### src/rtl/mc_control_unit.sv
// Multi-cycle control FSM for the IBMinator MIPS datapath.
// Walks each instruction through fetch, decode, execute, memory and
// writeback. It drives every mux select, ALU code and strobe on the shared
// datapath. The state is registered. Outputs are decoded combinationally
// from the state, plus mem_ready/zero/opcode where a step depends on them.
module mc_control_unit (
    input  logic       clk,
    input  logic       reset,
    input  logic [5:0] opcode,
    input  logic       zero,
    input  logic       mem_ready,
    output logic       mem_req,
    output logic       mem_we,
    output logic       iord,
    output logic       ir_write,
    output logic       pc_en,
    output logic [1:0] pc_src,
    output logic       alu_src_a,
    output logic [1:0] alu_src_b,
    output logic [1:0] alu_op,
    output logic       reg_dst,
    output logic       mem_to_reg,
    output logic       reg_write,
    output logic       illegal,
    output logic [3:0] state
);

    localparam logic [5:0] OP_RTYPE = 6'b000000;
    localparam logic [5:0] OP_LW    = 6'b100011;
    localparam logic [5:0] OP_SW    = 6'b101011;
    localparam logic [5:0] OP_BEQ   = 6'b000100;
    localparam logic [5:0] OP_J     = 6'b000010;
    localparam logic [5:0] OP_ADDI  = 6'b001000;

    typedef enum logic [3:0] {
        FETCH     = 4'd0,
        DECODE    = 4'd1,
        MEM_ADDR  = 4'd2,
        MEM_READ  = 4'd3,
        MEM_WB    = 4'd4,
        MEM_WRITE = 4'd5,
        EXECUTE   = 4'd6,
        ALU_WB    = 4'd7,
        BRANCH    = 4'd8,
        JUMP      = 4'd9,
        ADDI_WB   = 4'd10
    } state_t;

    state_t cur_state;
    state_t next_state;
    logic   is_store;
    logic   next_is_store;

    // Next-state selection. The opcode is only looked at in DECODE and
    // EXECUTE. The lw/sw choice is captured in DECODE so that MEM_ADDR does
    // not depend on the IR.
    always_comb begin
        next_state    = cur_state;
        next_is_store = is_store;
        case (cur_state)
            FETCH: begin
                if (mem_ready) next_state = DECODE;
            end
            DECODE: begin
                next_is_store = (opcode == OP_SW);
                case (opcode)
                    OP_RTYPE: next_state = EXECUTE;
                    OP_ADDI:  next_state = EXECUTE;
                    OP_LW:    next_state = MEM_ADDR;
                    OP_SW:    next_state = MEM_ADDR;
                    OP_BEQ:   next_state = BRANCH;
                    OP_J:     next_state = JUMP;
                    default:  next_state = FETCH;
                endcase
            end
            MEM_ADDR:  next_state = is_store ? MEM_WRITE : MEM_READ;
            MEM_READ:  next_state = mem_ready ? MEM_WB : MEM_READ;
            MEM_WB:    next_state = FETCH;
            MEM_WRITE: next_state = mem_ready ? FETCH : MEM_WRITE;
            EXECUTE:   next_state = (opcode == OP_ADDI) ? ADDI_WB : ALU_WB;
            ALU_WB:    next_state = FETCH;
            ADDI_WB:   next_state = FETCH;
            BRANCH:    next_state = FETCH;
            JUMP:      next_state = FETCH;
            default:   next_state = FETCH;
        endcase
    end

    // State register. Reset aborts any instruction, including a pending
    // memory wait, and returns the FSM to FETCH.
    always_ff @(posedge clk or posedge reset) begin
        if (reset) begin
            cur_state <= FETCH;
            is_store  <= 1'b0;
        end else begin
            cur_state <= next_state;
            is_store  <= next_is_store;
        end
    end

    // Per-state control decode. Every output is held at 0 while reset is
    // asserted. Without that gating, FETCH would raise mem_req during reset.
    always_comb begin
        mem_req    = 1'b0;
        mem_we     = 1'b0;
        iord       = 1'b0;
        ir_write   = 1'b0;
        pc_en      = 1'b0;
        pc_src     = 2'b00;
        alu_src_a  = 1'b0;
        alu_src_b  = 2'b00;
        alu_op     = 2'b00;
        reg_dst    = 1'b0;
        mem_to_reg = 1'b0;
        reg_write  = 1'b0;
        illegal    = 1'b0;
        if (!reset) begin
            case (cur_state)
                FETCH: begin
                    mem_req   = 1'b1;
                    alu_src_b = 2'b01;
                    ir_write  = mem_ready;
                    pc_en     = mem_ready;
                end
                DECODE: begin
                    alu_src_b = 2'b11;
                    case (opcode)
                        OP_RTYPE, OP_ADDI, OP_LW, OP_SW, OP_BEQ, OP_J: illegal = 1'b0;
                        default: illegal = 1'b1;
                    endcase
                end
                MEM_ADDR: begin
                    alu_src_a = 1'b1;
                    alu_src_b = 2'b10;
                end
                MEM_READ: begin
                    mem_req = 1'b1;
                    iord    = 1'b1;
                end
                MEM_WB: begin
                    reg_write  = 1'b1;
                    mem_to_reg = 1'b1;
                end
                MEM_WRITE: begin
                    mem_req = 1'b1;
                    mem_we  = 1'b1;
                    iord    = 1'b1;
                end
                EXECUTE: begin
                    alu_src_a = 1'b1;
                    if (opcode == OP_ADDI) begin
                        alu_src_b = 2'b10;
                    end else begin
                        alu_op = 2'b10;
                    end
                end
                ALU_WB: begin
                    reg_write = 1'b1;
                    reg_dst   = 1'b1;
                end
                ADDI_WB: begin
                    reg_write = 1'b1;
                end
                BRANCH: begin
                    alu_src_a = 1'b1;
                    alu_op    = 2'b01;
                    pc_src    = 2'b01;
                    pc_en     = zero;
                end
                JUMP: begin
                    pc_src = 2'b10;
                    pc_en  = 1'b1;
                end
                default: begin
                    mem_req = 1'b0;
                end
            endcase
        end
    end

    assign state = cur_state;

endmodule

### config.mk
export PLATFORM = sky130hd
export DESIGN_NAME = mc_control_unit
export DESIGN_NICKNAME = d
export VERILOG_FILES = /design/src/rtl/mc_control_unit.sv
export SDC_FILE = /design/constraint.sdc
export NUM_CORES = 1
export LEC_CHECK = 0
export ABC_CLOCK_PERIOD_IN_PS = 2000
export BUFFER_PORTS_ARGS = -buffer_cell sky130_fd_sc_hd__clkbuf_2
export CAP_MARGIN = 20
export CORE_UTILIZATION = 43
export CTS_BUF_LIST = sky130_fd_sc_hd__clkbuf_16
export CTS_CLUSTER_DIAMETER = 50
export DETAILED_ROUTE_END_ITERATION = 10
export PLACE_DENSITY = 0.76
export SYNTH_ARGS = -nofsm -noshare
export SYNTH_HDL_FRONTEND = slang
export SYNTH_SLANG_ARGS = --single-unit
### constraint.sdc
create_clock -name clk -period 2 [get_ports clk]
set_clock_uncertainty 0.15 [all_clocks]
set_input_delay 0.4 -clock clk [delete_from_list [all_inputs] [get_ports clk]]
set_output_delay 0.4 -clock clk [all_outputs]
set_load 0.02 [all_outputs]
==> flow_metrics.env, run 1 <==
export IMPL_synth_net_count=90
export IMPL_synthCells=80
export IMPL_dieHeight_um=38.8
export IMPL_portBuffers=29
export IMPL_ctsResizeCount=34
export IMPL_die_w_um=38.8
export IMPL_firstError="[ERROR DPL-0038] Utilization greater than 100%, impossible to legalize"
export IMPL_syn_area_per_cell_sq_um=7.27
export IMPL_lastStage="4_1_cts"
export IMPL_start_util_pct=49.1
export IMPL_clkSinkCount=5
export IMPL_synth_warnings=0
export IMPL_status="stopped before the end"
export IMPL_ioPinCount=30
export IMPL_syn_area_sq_um=582
export IMPL_place_gp_congestion=0.865
export IMPL_postCtsSetupRepairBufs=9
export IMPL_num_rows=12
export IMPL_clk_path_buf_depth=2
export IMPL_numCtsBuffers=3
export IMPL_hpwlAfterDp_um=1450
export IMPL_cts_htree_levels=1
export IMPL_ctsHoldBuffers=0
export IMPL_cts_root_buf="clkbuf_16"
export IMPL_seq_area_frac_synth_pct=21.5
export IMPL_synth_distinct_cells=36
export IMPL_ys_seq_elements=5
-- kinds of logic after synthesis --
logic type             after synthesis  share of synthesized area (%)
AND/OR/NAND/NOR                     43                           41.9
buffers and inverters               10                           7.31
XOR/XNOR                             1                           1.51
flip-flops                           5                           21.5
AO/OA/AOI/OAI                       20                           26.0
multiplexers                         1                           1.72
-- cells in the mapped netlist, drive strengths merged --
cell type / instances / share of area [%]
or4: 2 / 3.2
nand3: 1 / 0.86
o221ai: 1 / 1.5
o21ai: 5 / 4.3
nor2b: 3 / 3.2
or4b: 1 / 1.7
xnor2: 1 / 1.5
nor2: 7 / 4.5
o311a: 1 / 1.9
o22a: 1 / 1.5
nand2b: 4 / 4.3
o41ai: 3 / 4.5
nand3b: 1 / 1.3
and2: 4 / 4.3
nand2: 7 / 4.5
dfrtp: 5 / 22
nor4: 7 / 7.5
a21oi: 1 / 0.86
and3: 1 / 1.1
a2111oi: 1 / 1.5
nor4b: 1 / 1.5
or2: 2 / 2.2
a32o: 1 / 1.7
a21boi: 1 / 1.3
o311ai: 1 / 1.5
nor3: 2 / 1.7
inv: 3 / 1.9
o22ai: 1 / 1.1
a2bb2oi: 1 / 1.5
clkbuf: 6 / 4.1
buf: 1 / 1.3
o21a: 1 / 1.3
o31a: 1 / 1.5
mux2i: 1 / 1.7
-- metrics by stage --
stage	TNS [ps]	instances	cell area, sq um	hold WS (ps)	worst slack (ps)
after floorplan	-575	80	646	329	-210
after global placement	-530	135	932	358	-270
after detailed placement	-656	135	932	365	-326
==> run 2: changes to the inputs <==
--- a/config.mk
+++ b/config.mk
@@ -8,11 +8,10 @@
 export ABC_CLOCK_PERIOD_IN_PS = 2000
 export BUFFER_PORTS_ARGS = -buffer_cell sky130_fd_sc_hd__clkbuf_2
 export CAP_MARGIN = 20
-export CORE_UTILIZATION = 43
-export CTS_BUF_LIST = sky130_fd_sc_hd__clkbuf_16
-export CTS_CLUSTER_DIAMETER = 50
+export CORE_AREA = 2 2 63 65
 export DETAILED_ROUTE_END_ITERATION = 10
-export PLACE_DENSITY = 0.76
+export DIE_AREA = 0 0 65 67
+export PLACE_DENSITY_LB_ADDON = 0.15
 export SYNTH_ARGS = -nofsm -noshare
 export SYNTH_HDL_FRONTEND = slang
 export SYNTH_SLANG_ARGS = --single-unit
==> run 2 against run 1 <==
The flow now finishes, with violations (setup timing). Area after synthesis did not move. Synthesized cell count stayed put.
==> flow_metrics.env, run 2 <==
export IMPL_synth_mux_area_share_pct=1.72
export IMPL_synth_adder_area_share_pct=0
export IMPL_fillerInstances=373
export IMPL_drt_first_pass_iters=4
export IMPL_final_min_clock_period_ps=2170
export IMPL_violations="setup timing"
export IMPL_clkSinkCount=5
export IMPL_synth_edf_count=0
export IMPL_crit_end="alu_src_b[1]"
export IMPL_grt_pass1_wl_um=3590
export IMPL_ctsHoldBuffers=0
export IMPL_ys_seq_elements=5
export IMPL_synth_warnings=0
export IMPL_cts_root_buf="clkbuf_8"
export IMPL_hold_violations=0
export IMPL_placed_cells=174
export IMPL_synthSimpleGateAreaFrac_pct=41.9
export IMPL_worstSetupPathType="in2out"
export IMPL_power_density_nw_per_um2=679
export IMPL_seq_area_frac_synth_pct=21.5
export IMPL_hold_worst_slack_ps=199
export IMPL_critPathMaxFanout=2
export IMPL_async_flop_share_pct=100
export IMPL_core_sq_um=3610
export IMPL_synth_xor_xnor_area_share_pct=1.51
export IMPL_synthCells=80
export IMPL_nets=153
export IMPL_max_vdd_ir_drop_mv=0.189
export IMPL_end_kind="primary output"
export IMPL_antenna_found_initial=0
export IMPL_r2r_cells=6
export IMPL_synth_area_top_cells="dfrtp_1, nor4_1, nand2_1"
export IMPL_fin_crit_sh_pct=108
export IMPL_ioPinCount=30
export IMPL_synthFlopType="dfrtp_1"
export IMPL_wl_um=2250
export IMPL_syn_area_sq_um=582
export IMPL_rsz0062_at_grt="true"
export IMPL_crit_path_start="opcode[0]"
export IMPL_finalPower_w=0.000901
export IMPL_track_usage_pct=10.6
export IMPL_max_slew_worst_pin_slew_ps=404
export IMPL_utilization_pct=36.8
export IMPL_wl_per_cell_um=11.9
export IMPL_clk_latency_ps=220
export IMPL_status="finished with violations"
export IMPL_finalMaxSlewViolations=0
export IMPL_layout_common_cells="buf_4, clkbuf_2, buf_6"
export IMPL_start_util_pct=16.1
export IMPL_maxCapViolCount=0
export IMPL_leakagePower_nw=0.575
export IMPL_drt_drc_violations_left=0
export IMPL_synth_top_family_by_area="simple AND/OR/NAND/NOR gates"
export IMPL_clk_path_buf_depth=2
export IMPL_synth_net_count=90
export IMPL_cts_clk_slew_worst_paths_ps=30
export IMPL_num_rows=22
export IMPL_cts_htree_levels=1
export IMPL_dr_total_vias=851
export IMPL_r2r_end="state[0]"
export IMPL_cts_tree="done"
export IMPL_area_delta_synth_final_pct=128
export IMPL_reg2reg_slack_ps=250
export IMPL_required_ps=1450
export IMPL_crit_path_start_kind="primary input"
export IMPL_r2r_start="state[2]"
export IMPL_die_area_sq_um=4360
export IMPL_min_path_type="in2async"
export IMPL_overflow=0
export IMPL_setup_slack_ps=-166
export IMPL_setup_viol=5
export IMPL_final_common_cell="buf_4"
export IMPL_hpwlAfterDp_um=1720
export IMPL_grt_pass1_vias=814
export IMPL_numCtsBuffers=3
export IMPL_final_antenna_net_count=0
export IMPL_place_gp_congestion=0.766
export IMPL_drt_iter0_markers=23
export IMPL_synth_top_cell_by_area="dfrtp_1"
export IMPL_routed_via_density=4.48
export IMPL_clock_fmax_mhz=462
export IMPL_arrival_ps=1620
export IMPL_synth_top_cell_area_share_pct=21.5
export IMPL_largest_reg_flops=4
export IMPL_grt_max_degree=12
export IMPL_die_w_um=65
export IMPL_synth_compound_area_share_pct=26.0
export IMPL_relSlewSlack_pct=72.7
export IMPL_syn_area_per_cell_sq_um=7.27
export IMPL_synth_distinct_cells=36
export IMPL_antenna_cells=0
export IMPL_drive_gt1_share_pct=69.0
export IMPL_synth_commonest_cells="nand2_1, nor2_1, nor4_1"
export IMPL_dieHeight_um=67
export IMPL_portBuffers=29
export IMPL_stdcell_count=190
==> run 2: metal layers <==
layer  global-route usage (%)  wire length [um]  vias to the layer above
li1                         -                 -                      430
met1                     12.1               927                      398
met2                     19.3              1200                       21
met3                     2.20               105                        2
met4                     3.99                19                        0
met5                        0                 0                        -
==> run 2: timing repair <==
item                                    CTS  global route
endpoints found under the setup margin   11            12
buffers inserted                          7             5
pin swaps                                 8             6
gates resized for setup                  32            30
==> run 2: area by class of cell <==
type	count	area, sq um	share of cell area (%)
Multi-Input combinational cell	65	588	44.3
Timing Repair Buffer	65	495	37.3
Sequential cell	5	128	9.61
Tap cell	48	60.1	4.52
Clock buffer	4	45.0	3.39
Inverter	3	11.3	0.848
==> run 2: logic make-up after synthesis <==
group,after synthesis
compound gates,20
xor+xnor,1
buf+inv,10
flops,5
mux,1
simple gates,43
==> run 2: power by group <==
group | internal [W] | leakage, nW | switching, W
Combinational | 0.000293 | 0.488 | 0.000289
Sequential | 0.000117 | 0.0646 | 0.0000210
Clock | 0.000136 | 0.0228 | 0.0000450
Total | 0.000546 | 0.575 | 0.000355
==> run 2: worst min path at each step <==
stage	startpoint	to	slack, ps	cells past startpoint
after global routing	reset	is_store	230	3
after global placement	reset	is_store	380	3
after CTS	reset	state[3]	180	3
final	reset	state[0]	200	3
after detailed placement	reset	state[1]	390	3
after floorplan	reset	is_store	330	2
==> run 2: metrics by stage <==
stage	TNS, ps	area (sq um)	setup slack (ps)
finish	-517	1330	-166
global route	-930	1330	-251
CTS	-760	1220	-231
detailed placement	-813	1000	-359
global placement	-764	1000	-333
floorplan	-575	646	-210
==> run 2: critical path, cell delays in order <==
cell and delay (ps):
buf_6 90, or4_4 550, nor2_4 100, a21boi_1 80
o41ai_2 200, buf_4 190
(Power assumes the default switching activity.)
